`config.mk`:
```
export PLATFORM = sky130hd
export DESIGN_NAME = instr_mem_loader
export DESIGN_NICKNAME = d
export VERILOG_FILES = /design/src/rtl/instr_mem_loader.sv
export SDC_FILE = /design/constraint.sdc
export NUM_CORES = 1
export LEC_CHECK = 0
export ABC_AREA = 1
export CAP_MARGIN = 25
export CORE_MARGIN = 2
export CORE_UTILIZATION = 48
export CTS_CLUSTER_SIZE = 25
export DETAILED_ROUTE_END_ITERATION = 10
export PLACE_DENSITY_LB_ADDON = 0.08
export SETUP_SLACK_MARGIN = 0.5
export SLEW_MARGIN = 20
export SYNTH_ARGS = -nofsm -noshare
export SYNTH_HDL_FRONTEND = slang
export SYNTH_SLANG_ARGS = --single-unit
```
`constraint.sdc`:
```
create_clock -name i_clock -period 1.3 [get_ports i_clock]
set_input_delay 0.13 -clock i_clock [delete_from_list [all_inputs] [get_ports i_clock]]
set_output_delay 0.13 -clock i_clock [all_outputs]
set_load 0.005 [all_outputs]
```
`src/rtl/instr_mem_loader.sv`:
```
// Instruction memory loader: assembles a framed byte stream into 32-bit words, writes them from address 0,
// then releases the pipeline. Optional feature macro: LOADER_CHECKSUM_EN (adds XOR checksum byte and CHECK state).
module instr_mem_loader #(
  parameter int         NB_INSTR           = 32,
  parameter int         N_ADDR             = 32,
  parameter int         LOG2_N_INSMEM_ADDR = $clog2(N_ADDR),
  parameter logic [7:0] RELOAD_CMD         = 8'hA5
) (
  input  logic                          i_clock,
  input  logic                          i_reset,
  input  logic [7:0]                    i_rx_data,
  input  logic                          i_rx_valid,
  output logic                          o_wr_en,
  output logic [LOG2_N_INSMEM_ADDR-1:0] o_wr_addr,
  output logic [NB_INSTR-1:0]           o_wr_data,
  output logic                          o_pipe_reset,
  output logic                          o_pipe_valid,
  output logic                          o_done,
  output logic                          o_error
);

  typedef enum logic [2:0] {
    S_IDLE  = 3'd0,
    S_LOAD  = 3'd1,
`ifdef LOADER_CHECKSUM_EN
    S_CHECK = 3'd2,
`endif
    S_START = 3'd3,
    S_RUN   = 3'd4,
    S_ERROR = 3'd5
  } state_t;

  state_t                          r_state;
  logic [7:0]                      r_words_left;
  logic [1:0]                      r_byte_cnt;
  logic [NB_INSTR-9:0]             r_asm;
  logic [LOG2_N_INSMEM_ADDR-1:0]   r_word_addr;
  logic                            r_wr_en;
  logic [LOG2_N_INSMEM_ADDR-1:0]   r_wr_addr;
  logic [NB_INSTR-1:0]             r_wr_data;
  logic                            r_pipe_reset;
  logic                            r_pipe_valid;
  logic                            r_done;
  logic                            r_error;
`ifdef LOADER_CHECKSUM_EN
  logic [7:0]                      r_xor;
`endif

  logic                w_count_ok;
  logic                w_reload;
  logic [NB_INSTR-1:0] w_word;

  assign w_count_ok = (i_rx_data != 8'd0) && (32'(i_rx_data) <= 32'(N_ADDR));
  // The reload command only acts once the image is finished (RUN) or rejected (ERROR); inside LOAD it is data.
  assign w_reload   = i_rx_valid && (i_rx_data == RELOAD_CMD) &&
                      ((r_state == S_RUN) || (r_state == S_ERROR));
  assign w_word     = {r_asm, i_rx_data};

  always_ff @(posedge i_clock) begin
    if (i_reset || w_reload) begin
      r_state      <= S_IDLE;
      r_words_left <= 8'd0;
      r_byte_cnt   <= 2'd0;
      r_asm        <= {(NB_INSTR-8){1'b0}};
      r_word_addr  <= {LOG2_N_INSMEM_ADDR{1'b0}};
      r_wr_en      <= 1'b0;
      r_wr_addr    <= {LOG2_N_INSMEM_ADDR{1'b0}};
      r_wr_data    <= {NB_INSTR{1'b0}};
      r_pipe_reset <= 1'b1;
      r_pipe_valid <= 1'b0;
      r_done       <= 1'b0;
      r_error      <= 1'b0;
`ifdef LOADER_CHECKSUM_EN
      r_xor        <= 8'd0;
`endif
    end else begin
      r_wr_en <= 1'b0;
      case (r_state)
        S_IDLE: begin
          if (i_rx_valid) begin
            if (w_count_ok) begin
              r_words_left <= i_rx_data;
              r_byte_cnt   <= 2'd0;
              r_word_addr  <= {LOG2_N_INSMEM_ADDR{1'b0}};
`ifdef LOADER_CHECKSUM_EN
              r_xor        <= i_rx_data;
`endif
              r_state      <= S_LOAD;
            end else begin
              r_error <= 1'b1;
              r_state <= S_ERROR;
            end
          end
        end
        S_LOAD: begin
          if (i_rx_valid) begin
            r_asm      <= w_word[NB_INSTR-9:0];
            r_byte_cnt <= r_byte_cnt + 2'd1;
`ifdef LOADER_CHECKSUM_EN
            r_xor      <= r_xor ^ i_rx_data;
`endif
            if (r_byte_cnt == 2'd3) begin
              r_wr_en      <= 1'b1;
              r_wr_addr    <= r_word_addr;
              r_wr_data    <= w_word;
              r_word_addr  <= r_word_addr + LOG2_N_INSMEM_ADDR'(1);
              r_words_left <= r_words_left - 8'd1;
              if (r_words_left == 8'd1) begin
`ifdef LOADER_CHECKSUM_EN
                r_state <= S_CHECK;
`else
                r_state <= S_START;
`endif
              end
            end
          end
        end
`ifdef LOADER_CHECKSUM_EN
        S_CHECK: begin
          if (i_rx_valid) begin
            if (i_rx_data == r_xor) begin
              r_state <= S_START;
            end else begin
              r_error <= 1'b1;
              r_state <= S_ERROR;
            end
          end
        end
`endif
        // Pipeline reset stays high through this cycle; outputs switch together as RUN begins.
        S_START: begin
          r_pipe_reset <= 1'b0;
          r_pipe_valid <= 1'b1;
          r_done       <= 1'b1;
          r_state      <= S_RUN;
        end
        S_RUN, S_ERROR: begin
          r_state <= r_state;
        end
        default: begin
          r_state <= S_IDLE;
        end
      endcase
    end
  end

  assign o_wr_en      = r_wr_en;
  assign o_wr_addr    = r_wr_addr;
  assign o_wr_data    = r_wr_data;
  assign o_pipe_reset = r_pipe_reset;
  assign o_pipe_valid = r_pipe_valid;
  assign o_done       = r_done;
  assign o_error      = r_error;

endmodule

```
==> reports/results.tsv <==
stage	metric	value	unit
hold_path	hold_end	r_asm[0]$_SDFFE_PP0N_	
worst_setup_path	path_max_fanout	5	
timing	hold_violations	0	
global_route	grt_start_max_net_pins	25	
job	cap_violations	0	
hold_path	hold_depth	3	
route	drt_iter0_drc	243	
route	viasPerCell	5.34	
route	antenna_left	0	
power	leakagePower	0.00248	uW
floorplanning	chipWidth	89.5	microns
clock_network	tritoncts	yes	
synth	syn_nets	489	
clock_network	clock_path_buffers	2	
global_route	grt_pass1_wl	15200	microns
route	dr.pass1.iters	5	
placed_design	port_buffers	52	
worst_setup_path	cp-end-kind	flip-flop	
synth	synth-main-ff-cell	dfxtp_1	
synth	avgSynthCellArea	7.40	sq um
placed_design	dp_cells	642	
synth	yosysSeqAreaShare	47.4	%
synth	netlist_area	0.00351	sq mm
clock_network	clock_sinks	83	
placed_design	dp_hpwl	5750	microns
timing	fmax	652	MHz
synth	yosysWarningCount	0	
hold_path	hp-start	i_rx_data[0]	
run_status	outcome	finished, violations left	
worst_setup_path	worst-setup-path-type	flip-flop to flip-flop	
timing	final.setup.worst_slack	-0.234	ns
placed_design	dp_slack	-0.483	ns
worst_setup_path	arrival	1.82	ns
power	p_total	9650	uW
global_route	overflow	0	
clock_network	ctsHtreeMaxLevel	3	
clock_network	ctsRootBufferMaster	clkbuf_8	
run_status	violations	negative setup slack	
route	vias	3812	
finish	final_nets	625	
global_route	antenna_found_initial	0	
timing	post-route-period-util	118	%
placed_design	gp_congestion	0.879	
floorplanning	pin_count	53	
timing	rsz0062_at_grt	true	
clock_network	hold_buffers	0	
finish	area_growth	63.6	%
synth	synthArstFlopShare	0	%
floorplanning	design.core.area	0.00718	sq mm
timing	tightestPinTransition	0.303	ns
timing	drv_slew	0	
finish	final_layout_size_suffix_gt1_share	50.4	%
floorplanning	num_rows	31	
floorplanning	start_util	48.9	%
power	power_density	1680	mW/mm^2
power	peakVddDrop	1.47	mV
timing	setup_viol	82	
timing	period_minus_slack	1.53	ns
worst_setup_path	crit_required	1.58	ns
worst_setup_path	reg2regPathDepth	10	
worst_setup_path	reg2reg_to	r_asm[14]$_SDFFE_PP0N_	
worst_setup_path	rr_startpoint	r_state[2]$_SDFFE_PP0P_	
route	drt-total-wl	12000	microns
synth	synth_seq_cells	83	
clock_network	cts_buffers	9	
timing	clock_skew	0.00979	ns
global_route	grt_pass1_vias	3170	
finish	fin_area	0.00574	sq mm
synth	synth_cells	474	
timing	max_slew_margin	79.8	%
synth	synth_edf_count	0	
global_route	grtUsageTotal	24.8	%
hold_path	min_path_type	primary input to flip-flop	
worst_setup_path	rrSetupSlack	-0.23	ns
floorplanning	die_h	89.5	microns
clock_network	clk_latency	0.36	ns
floorplanning	dieArea	0.00800	sq mm
clock_network	clk_pin_slew	0.09	ns
synth	ys_types	29	
finish	fin_cells	714	
worst_setup_path	worst_setup_path_start_kind	flip-flop	
finish	final_core_util	79.9	%
finish	n_antenna_cell	0	
route	wl_per_cell	16.8	microns
route	drc	0	
placed_design	place_area	0.00437	sq mm
-- area by class of cell --
cell class / instances / area [sq um]
Fill cell: 450 / 1440
Multi-Input combinational cell: 332 / 1950
Clock inverter: 6 / 47.5
Sequential cell: 83 / 1720
Tap cell: 99 / 124
Clock buffer: 10 / 138
Timing Repair inverter: 2 / 20.0
Timing Repair Buffer: 143 / 1550
Inverter: 39 / 186
-- logic make-up after synthesis --
group,Yosys count,share of synthesized area [%]
AO/OA/AOI/OAI,86,13.1
adder cells (fa/ha/maj),4,1.43
buffers and inverters,63,9.35
flip-flops,83,47.4
AND/OR/NAND/NOR,238,28.7
-- report_power, final --
| part | switching (uW) | internal (uW) | leakage, uW |
|---|---|---|---|
| Combinational | 2690 | 2150 | 0.00169 |
| Clock | 1000 | 763 | 0.0000933 |
| Sequential | 236 | 2810 | 0.000693 |
| Total | 3930 | 5720 | 0.00248 |
-- worst max-delay path, stage by stage, from the launching register on --
cell       delay [ns]
dfxtp_2          0.34
inv_2            0.07
nand2_4          0.05
nor2_4           0.16
buf_12           0.14
inv_8            0.04
nor2_8           0.13
buf_12           0.15
clkbuf_16        0.15
nand2_2          0.06
a21oi_1          0.16
-- per-stage QoR --
| stage | hold slack (ns) | setup TNS (ns) |
|---|---|---|
| detailed placement | 0.449 | -28.81 |
| finish | 0.103 | -12.61 |
| global placement | 0.449 | -25.43 |
| floorplan | 0.273 | -0.128 |
| CTS | 0.232 | -4.08 |
| global route | 0.113 | -17.48 |
-- registers in the layout, summed over array words and instances (netlist names) --
signal	flops
r_words_left	8
o_wr_addr	5
r_word_addr	5
o_wr_data	32
o_error	1
r_asm	24
o_wr_en	1
r_byte_cnt	2
o_pipe_reset	1
r_state	3
o_done	1
-- cells in the final DEF (no fill, tap or decap), types with 8 or more instances in the layout --
cell / instances
a21oi_1: 36
nor2_1: 43
nor2_2: 8
nand2_4: 10
dfxtp_1: 39
dfxtp_2: 43
nand2_2: 36
a21oi_2: 23
nand2_1: 104
nand3_1: 16
o21ai_0: 12
buf_6: 28
inv_1: 31
buf_12: 12
buf_2: 21
clkbuf_8: 10
buf_4: 56
-- worst max path at each step --
stage,startpoint,endpoint,slack [ns],depth (start not counted)
2_1_floorplan,r_state[2]$_SDFFE_PP0P_,o_wr_data[10]$_SDFFE_PP0P_,-0.007,10
3_3_place_gp,i_rx_data[6],r_words_left[7]$_SDFFE_PP0P_,-0.45,10
6_report,r_state[2]$_SDFFE_PP0P_,r_asm[14]$_SDFFE_PP0N_,-0.23,10
5_1_grt,r_state[2]$_SDFFE_PP0P_,r_word_addr[4]$_SDFFE_PP0P_,-0.28,9
3_5_place_dp,i_rx_data[6],r_words_left[7]$_SDFFE_PP0P_,-0.48,10
4_1_cts,r_state[2]$_SDFFE_PP0P_,r_asm[20]$_SDFFE_PP0N_,-0.11,9
-- Yosys cell counts, types with 2 or more instances --
master,count,area [sq um]
nand2_1,148,556
dfxtp_1,83,1660
a21oi_1,59,295
nor2_1,52,195
inv_1,35,131
o21ai_0,18,90.1
nand3_1,16,80.1
buf_2,9,45.0
a211oi_1,7,52.6
buf_4,6,45.0
buf_6,6,67.6
nand4_1,6,37.5
nor3_1,5,25.0
ha_1,4,50.1
inv_2,3,11.3
clkbuf_1,2,7.51
nand2_2,2,12.5
nor2_4,2,22.5
-- routing by layer --
layer / share of wire [%] / up-vias / GRT usage, %
met5: 0 / - / 0
met4: 3.2 / 0 / 9.36
met3: 5.6 / 36 / 3.88
met2: 49 / 146 / 39.1
met1: 42 / 1819 / 34.4
li1: - / 1811 / -
-- timing repair --
item                                    CTS  global route
resized for setup                       265           120
gates cloned                              7            10
hold endpoints to repair                  0             0
endpoints found under the setup margin  125           125
pin swaps                                22            30
buffers inserted                         28            11
(Power assumes the default switching activity.)
